==> src/rtl/sysid_pkg.sv <==
// Shared constants for the system-ID register file: word offsets, CAPS field
// positions, the unmapped-read value and the scratch byte-lane merge.
package sysid_pkg;

  localparam logic [3:0] ADDR_ID        = 4'd0;
  localparam logic [3:0] ADDR_TIMESTAMP = 4'd1;
  localparam logic [3:0] ADDR_UPTIME_LO = 4'd2;
  localparam logic [3:0] ADDR_UPTIME_HI = 4'd3;
  localparam logic [3:0] ADDR_CAPS      = 4'd4;
  localparam logic [3:0] ADDR_SCRATCH0  = 4'd5;

  localparam int CAPS_UPTIME_BIT = 0;
  localparam int CAPS_LAT2_BIT   = 1;
  localparam int CAPS_NSCR_LSB   = 8;

  localparam logic [31:0] UNMAPPED_VALUE = 32'h0000_0000;

  function automatic logic [31:0] byte_merge(input logic [31:0] old_word,
                                             input logic [31:0] new_word,
                                             input logic [3:0]  be);
    logic [31:0] res;
    res = old_word;
    for (int b = 0; b < 4; b++) begin
      res[8*b +: 8] = be[b] ? new_word[8*b +: 8] : old_word[8*b +: 8];
    end
    return res;
  endfunction

endpackage

==> src/rtl/sysid_if.sv <==
// Memory-mapped slave bus of the system-ID register file (no waitrequest,
// pipelined reads answered through readdatavalid).
interface sysid_if;
  logic [3:0]  address;
  logic        read;
  logic        write;
  logic [31:0] writedata;
  logic [3:0]  byteenable;
  logic [31:0] readdata;
  logic        readdatavalid;

  modport master (
    output address, read, write, writedata, byteenable,
    input  readdata, readdatavalid
  );

  modport slave (
    input  address, read, write, writedata, byteenable,
    output readdata, readdatavalid
  );
endinterface

==> src/rtl/sysid_uptime.sv <==
// Free-running 64-bit uptime counter with an upper-word snapshot taken on
// every UPTIME_LO read so LO/HI reads form one coherent value.
module sysid_uptime (
  input  logic        clock,
  input  logic        reset_n,
  input  logic        snap_en,
  output logic [31:0] uptime_lo,
  output logic [31:0] uptime_hi
);

  logic [63:0] count_r;
  logic [31:0] snap_r;

  // Counter wraps naturally from all-ones to zero.
  always_ff @(posedge clock or negedge reset_n) begin
    if (!reset_n) begin
      count_r <= 64'h0;
      snap_r  <= 32'h0;
    end else begin
      count_r <= count_r + 64'd1;
      if (snap_en) begin
        snap_r <= count_r[63:32];
      end
    end
  end

  assign uptime_lo = count_r[31:0];
  assign uptime_hi = snap_r;

endmodule

==> src/rtl/sysid_regfile.sv <==
// System-ID register file: RO identity/timestamp/caps words, RW scratch words
// and a pipelined read path. Define SYSID_UPTIME_EN to include the uptime counter.
module sysid_regfile
  import sysid_pkg::*;
#(
  parameter logic [31:0] SYSID_ID        = 32'h1122_3344,
  parameter logic [31:0] SYSID_TIMESTAMP = 32'h518E_5C60,
  parameter int          NUM_SCRATCH     = 4,
  parameter int          READ_LATENCY    = 1
) (
  input  logic   clock,
  input  logic   reset_n,
  sysid_if.slave bus
);

`ifdef SYSID_UPTIME_EN
  localparam logic UPTIME_PRESENT = 1'b1;
`else
  localparam logic UPTIME_PRESENT = 1'b0;
`endif

  localparam logic [31:0] CAPS_VALUE =
      ((32'(NUM_SCRATCH) & 32'h0000_000F) << CAPS_NSCR_LSB) |
      (32'(READ_LATENCY == 2) << CAPS_LAT2_BIT) |
      (32'(UPTIME_PRESENT) << CAPS_UPTIME_BIT);

  logic [31:0]             scratch_r [NUM_SCRATCH];
  logic [31:0]             scratch_rd_s;
  logic                    scratch_hit_s;
  logic [31:0]             rd_data_s;
  logic [31:0]             uptime_lo_s;
  logic [31:0]             uptime_hi_s;
  logic [READ_LATENCY-1:0] vld_r;
  logic [31:0]             dat_r [READ_LATENCY];

`ifdef SYSID_UPTIME_EN
  logic snap_en_s;

  assign snap_en_s = bus.read && (bus.address == ADDR_UPTIME_LO);

  sysid_uptime u_uptime (
    .clock     (clock),
    .reset_n   (reset_n),
    .snap_en   (snap_en_s),
    .uptime_lo (uptime_lo_s),
    .uptime_hi (uptime_hi_s)
  );
`else
  assign uptime_lo_s = 32'h0;
  assign uptime_hi_s = 32'h0;
`endif

  // Scratch read as an AND-OR mux over the decoded word matches.
  always_comb begin
    scratch_rd_s  = 32'h0;
    scratch_hit_s = 1'b0;
    for (int i = 0; i < NUM_SCRATCH; i++) begin
      scratch_rd_s  = scratch_rd_s |
                      (scratch_r[i] & {32{bus.address == (ADDR_SCRATCH0 + 4'(i))}});
      scratch_hit_s = scratch_hit_s | (bus.address == (ADDR_SCRATCH0 + 4'(i)));
    end
  end

  always_comb begin
    rd_data_s = UNMAPPED_VALUE;
    case (bus.address)
      ADDR_ID:        rd_data_s = SYSID_ID;
      ADDR_TIMESTAMP: rd_data_s = SYSID_TIMESTAMP;
      ADDR_UPTIME_LO: rd_data_s = uptime_lo_s;
      ADDR_UPTIME_HI: rd_data_s = uptime_hi_s;
      ADDR_CAPS:      rd_data_s = CAPS_VALUE;
      default:        rd_data_s = scratch_hit_s ? scratch_rd_s : UNMAPPED_VALUE;
    endcase
  end

  // Same-cycle reads sample rd_data_s before this update lands.
  always_ff @(posedge clock or negedge reset_n) begin
    if (!reset_n) begin
      for (int i = 0; i < NUM_SCRATCH; i++) begin
        scratch_r[i] <= 32'h0;
      end
    end else begin
      for (int i = 0; i < NUM_SCRATCH; i++) begin
        if (bus.write && (bus.address == (ADDR_SCRATCH0 + 4'(i)))) begin
          scratch_r[i] <= byte_merge(scratch_r[i], bus.writedata, bus.byteenable);
        end
      end
    end
  end

  always_ff @(posedge clock or negedge reset_n) begin
    if (!reset_n) begin
      vld_r <= {READ_LATENCY{1'b0}};
      for (int i = 0; i < READ_LATENCY; i++) begin
        dat_r[i] <= 32'h0;
      end
    end else begin
      vld_r[0] <= bus.read;
      dat_r[0] <= bus.read ? rd_data_s : 32'h0;
      for (int i = 1; i < READ_LATENCY; i++) begin
        vld_r[i] <= vld_r[i-1];
        dat_r[i] <= dat_r[i-1];
      end
    end
  end

  assign bus.readdata      = dat_r[READ_LATENCY-1];
  assign bus.readdatavalid = vld_r[READ_LATENCY-1];

endmodule
==> src/flat_wrapper.sv <==
// flat-port wrapper written by rule: the top's interface ports become plain ports
module sysid_regfile_flat import sysid_pkg::*;
#(
  parameter logic [31:0] SYSID_ID        = 32'h1122_3344,
  parameter logic [31:0] SYSID_TIMESTAMP = 32'h518E_5C60,
  parameter int          NUM_SCRATCH     = 4,
  parameter int          READ_LATENCY    = 1
)
  (clock, reset_n, bus_address, bus_read, bus_write, bus_writedata, bus_byteenable, bus_readdata, bus_readdatavalid);
  sysid_if bus_i ();
  input  logic clock;
  input  logic reset_n;
  input wire logic [$bits(bus_i.address)-1:0] bus_address;
  input wire logic [$bits(bus_i.read)-1:0] bus_read;
  input wire logic [$bits(bus_i.write)-1:0] bus_write;
  input wire logic [$bits(bus_i.writedata)-1:0] bus_writedata;
  input wire logic [$bits(bus_i.byteenable)-1:0] bus_byteenable;
  output wire logic [$bits(bus_i.readdata)-1:0] bus_readdata;
  output wire logic [$bits(bus_i.readdatavalid)-1:0] bus_readdatavalid;
  assign bus_i.address = bus_address;
  assign bus_i.read = bus_read;
  assign bus_i.write = bus_write;
  assign bus_i.writedata = bus_writedata;
  assign bus_i.byteenable = bus_byteenable;
  assign bus_readdata = bus_i.readdata;
  assign bus_readdatavalid = bus_i.readdatavalid;
  sysid_regfile #(.SYSID_ID(SYSID_ID), .SYSID_TIMESTAMP(SYSID_TIMESTAMP), .NUM_SCRATCH(NUM_SCRATCH), .READ_LATENCY(READ_LATENCY)) u_core (.clock(clock), .reset_n(reset_n), .bus(bus_i));
endmodule
==> config.mk <==
export PLATFORM = sky130hd
export DESIGN_NAME = sysid_regfile_flat
export DESIGN_NICKNAME = d
export VERILOG_FILES = /design/src/rtl/sysid_pkg.sv /design/src/rtl/sysid_if.sv /design/src/rtl/sysid_uptime.sv /design/src/rtl/sysid_regfile.sv /design/src/flat_wrapper.sv
export SDC_FILE = /design/constraint.sdc
export NUM_CORES = 1
export LEC_CHECK = 0
export ABC_AREA = 1
export ABC_CLOCK_PERIOD_IN_PS = 1800
export CAP_MARGIN = 20
export CORE_MARGIN = 2
export CORE_UTILIZATION = 40
export DETAILED_ROUTE_END_ITERATION = 10
export PLACE_DENSITY = 0.7
export REMOVE_ABC_BUFFERS = 1
export SETUP_SLACK_MARGIN = 0.2
export SLEW_MARGIN = 20
export SYNTH_ARGS = -nofsm -noshare
export SYNTH_HDL_FRONTEND = slang
export SYNTH_SLANG_ARGS = --single-unit
==> constraint.sdc <==
create_clock -name clock -period 1.8 [get_ports clock]
set_clock_uncertainty 0.05 [all_clocks]
set_input_delay 0.27 -clock clock [delete_from_list [all_inputs] [get_ports clock]]
set_output_delay 0.27 -clock clock [all_outputs]
set_load 0.02 [all_outputs]
=== After elaboration in Yosys (flattened, before gate mapping) ===
Index checks and enable logic that the tools add are counted.

* Output and inout port bits: 33
* Word-level logic and storage cells: 61
* Input bits: 44
* Register bits after elaboration: 161

* Reductions and logical operators: 22
* Eq/ne operators: 8
* Bitwise gates (word level): 10
* Mux-type cells: 3

{| class="wikitable"
|+ Operators by type and width
! kind !! count
|-
| $and A32 B32 Y32 || 4
|-
| $pmux W32 S4 || 1
|-
| $or A32 B32 Y32 || 3
|-
| $mux W32 || 2
|-
| $reduce_and A2 Y1 || 16
|-
| $eq A4 B3 Y1 const B || 4
|-
| $eq A4 B2 Y1 const B || 2
|-
| $eq A4 B1 Y1 const B || 1
|-
| $eq A4 B4 Y1 const B || 1
|-
| $logic_and A1 B1 Y1 || 4
|-
| $logic_not A4 Y1 || 1
|-
| $or A1 B1 Y1 || 3
|-
| $reduce_or A2 Y1 || 1
|}

=== Longest topological paths before layout ===
* Word-level depth: 8
* Gate-level depth with buffers: 8
* Depth with buffers taken out: 7

=== Least setup slack after synthesis ===
No wires, ideal clock.

* Path type: input to register
* Start: in bus_address[0]
* End: reg u_core.scratch_r[21] in the netlist's numbering
* Buffers on the path: 1
* Path slack: 0.491 ns
* Library setup time: 0.122 ns
* Required time: 1.628 ns
* Arrival time: 1.138 ns
* Stages: 7
* Cells stage by stage: nor2_2 > nand2_1 > nor2_4 > nand2_2 > buf_2 > nand2_1 > o21ai_1

* Cells in the longest elaborated chain, start to end: 3

{| class="wikitable"
|+ Ends and longest elaborated chain
! what !! RTL line !! text
|-
| from (decl) || flat_wrapper.sv:13 || <nowiki>input wire logic [$bits(bus_i.address)-1:0] bus_address;</nowiki>
|-
| $eq A4 B4 Y1 || sysid_regfile.sv:84 || <nowiki>if (bus.write && (bus.address == (ADDR_SCRATCH0 + 4'(i)))) begin</nowiki>
|-
| $logic_and A1 B1 Y1 || sysid_regfile.sv:84 ||
|-
| $reduce_and A2 Y1 (no source line) || n/a ||
|-
| to (signal, indexed assignment) || sysid_regfile.sv:85 || <nowiki>scratch_r[i] <= byte_merge(scratch_r[i], bus.writedata, bus.byteenable);</nowiki>
|-
| to (decl) || sysid_regfile.sv:27 || <nowiki>logic [31:0] scratch_r [NUM_SCRATCH];</nowiki>
|}

Every way passes these cells.
A chain may end at the register's enable or synchronous reset.

=== Worst setup path after layout ===
* Start: in bus_address[3]
* End: reg u_core.scratch_r[80] in the netlist's numbering

* Cells in the longest elaborated chain, start to end: 3

{| class="wikitable"
|+ Ends and longest elaborated chain
! what !! RTL line
|-
| $eq A4 B3 Y1 || sysid_regfile.sv:84
|-
| $logic_and A1 B1 Y1 || sysid_regfile.sv:84
|-
| $reduce_and A2 Y1 (no source line) || n/a
|}

Every way passes these cells.

==> results_dict.tcl <==
set metrics [dict create \
    status "completed" \
    max_freq_mhz 654 \
    yosysMostFrequentCell "nand2_1" \
    finalCritPeriodShare 0.849 \
    rsz0062_at_grt "no" \
    core-area_mm2 0.0166 \
    crit_slowest_cell "clkdlybuf4s50_1" \
    hold_path_class "input port to async pin" \
    cellInternalPower_mw 6.79 \
    finalNonFillerCells 1148 \
    period_needed_ns 1.53 \
    clkTransAtPathRegs_ns 0.06 \
    postLayoutCellArea_mm2 0.00888 \
    portBuffers 76 \
    grt_max_degree 43 \
    synth.area.top_cells "dfrtp_1 (59%), nand2_1 (13%), nand3_1 (7.3%), o21ai_0 (4.8%), o21ai_1 (4.7%)" \
    synth.distinct_cells 18 \
    antenna_cells 0 \
    synth-seq-area-share 0.591 \
    cts_tree "done" \
    max_stage_delay_ns 0.48 \
    comb_power_share 0.126 \
    power_density_mw_per_mm2 1040 \
    sw_frac_of_total 0.268 \
    r2r_end "u_core.bus.readdata[28]" \
    rrSetupSlack_ns 0.84 \
    vias_per_cell 5.02 \
    vias 5758 \
    clock_power_share 0.390 \
    synth_top_area_share 0.591 \
    worstPathArrival_ns 1.79 \
    path_class "input port to register" \
    first_pass_iters 5 \
    cp-endpoint "u_core.scratch_r[80]" \
    grt_util_met1 0.286 \
    hold_viol 0 \
    r2r-start "u_core.scratch_r[28]" \
    synth_area_mm2 0.00681 \
    crit_fanout 16 \
    setup.worst_path.end_class "register" \
    vdd_drop_max_uv 735 \
    utilization 0.534 \
    finalPower_mw 9.27 \
    p_leak_nw 4.56 \
    synthFlopType "dfrtp_1" \
    ant_nets 0 \
    placed_area_mm2 0.00826 \
    gp_congestion 0.827 \
    die_area_mm2 0.0181 \
    row_count 47 \
    htreeDepth 4 \
    tightest_slew_ns 0.431 \
    nFillCells 1537 \
    grt_usage 0.209 \
    die_x_um 135 \
    wl_mm 17.6 \
    start_util 0.409 \
    ff2ff_path_depth 4 \
    final_max_slew_viol_count 0 \
    wl_per_cell_um 15.4 \
    multi_input_area_mm2 0.00250 \
    numClockSinks 161 \
    ys_ff_latch 161 \
    whs_ns 0.288 \
    async_flop_share 1.00 \
    cts_buffers 17 \
    cp-start-kind "input port" \
    yosysTopAreaCell "dfrtp_1" \
    cts_buffer_depth 2 \
    antenna_found_initial 0 \
    yosys_warnings 0 \
    syn_avg_cell_area_um2 8.57 \
    grt_pass1_wl_mm 29.2 \
    area_growth_pct 30.4 \
    io_pins 77 \
    drc 0 \
    met3_usage 0.0308 \
    clk_latency_ns 0.43 \
    crit_chain "clkdlybuf4s50_1, buf_4, nor2_4, nand2_1, nor2_4, buf_4, nand2_4, nand2_1, o21ai_1" \
    final_nets 959 \
    required_ns 2.06 \
    ys_top_cells_by_count "nand2_1 (235), dfrtp_1 (161), nand3_1 (100), o21ai_0 (65), o21ai_1 (64)" \
    setup_ws_ns 0.272 \
    top_usage_layer "met2" \
    synth_edf_count 0 \
    p_switching_mw 2.48 \
    use_met2 0.333 \
    crit_path_start "bus_address[3]" \
    dp_hpwl_mm 11.6 \
    preCtsSetupSlack_ns -0.222 \
    max-cap-violations 0 \
    fin_tns_setup_ns 0 \
    synth_cells 795 \
    dp_cells 1113 \
    grt_overflow 0 \
    pwr-share-seq 0.484 \
    regArea_mm2 0.00403 \
    finalSetupViolCount 0 \
    root_buffer "clkbuf_16" \
    grt_pass1_vias 5718 \
    slew_headroom 0.713 \
    drtIter0Drc 581 \
    die_h_um 135 \
    drive_gt1_frac 0.125 \
]
## placed cells by master (no fill, tap or decap), drive strengths merged
master,count
dfrtp,161
clkinv,6
a21oi,18
nand2,243
clkdlybuf4s50,39
o21ai,130
nor3,3
dlygate4sd2,33
clkbuf,18
buf,63
clkinvlp,4
dlymetal6s2s,3
nand3,100
nor2,60
bufinv,2
dlygate4sd3,1
inv,44
## kinds of logic (layout without fill, tap and decap cells)
family	after synthesis	count (layout)	synth area share
compound gates	148	148	0.109
buf+inv	80	213	0.0483
flops	161	161	0.591
simple gates	406	406	0.251
## power groups by stage
stage	logic (mW)	clock network [mW]	registers (mW)
final	1.17	3.61	4.48
after global routing	1.34	3.80	4.55
after CTS	1.18	3.66	4.48
after detailed placement	1.19	0	4.53
after global placement	1.15	0	4.52
after floorplan	0.600	0	4.51
## timing repair
| action | in CTS | in global routing |
|---|---|---|
| gates resized for setup | 33 | 12 |
| pin swaps | 0 | 2 |
| hold buffers | 1 | 0 |
| buffers inserted | 0 | 2 |
| endpoints found under the setup margin | 35 | 116 |
| endpoints found under the hold margin | 38 | 0 |
## metal layers
layer / vias up / wire length (um)
met5: - / 0
li1: 2825 / -
met3: 27 / 724
met1: 2749 / 8070
met4: 0 / 383
met2: 157 / 8450
## flip-flops by register name (all words and copies together) (netlist names)
name and count:
u_core.scratch_r 128, u_core.bus.readdatavalid 1, u_core.bus.readdata 32
## layout make-up
class,count,area share
tap,220,0.0310
clock buffer,18,0.0494
multi-input combinational,554,0.281
inverter,42,0.0177
timing repair buffer,139,0.150
clock inverter,14,0.0176
sequential,161,0.454
## worst min path at each step
stage	to	slack, ns
floorplan	u_core.bus.readdata[0]	-0.08
global placement	u_core.bus.readdata[13]	0.18
global route	u_core.bus.readdata[11]	0.32
finish	u_core.scratch_r[8]	0.29
CTS	u_core.scratch_r[78]	0.30
detailed placement	u_core.bus.readdata[13]	0.18
## critical path, delay by kind of cell
kind	cells	cell delay (ns)
buffers and inverters	3	0.81
and+or+nand+nor	5	0.64
AOI/OAI and AO/OA	1	0.07
Note: power is estimated with default switching activity, not from simulation.
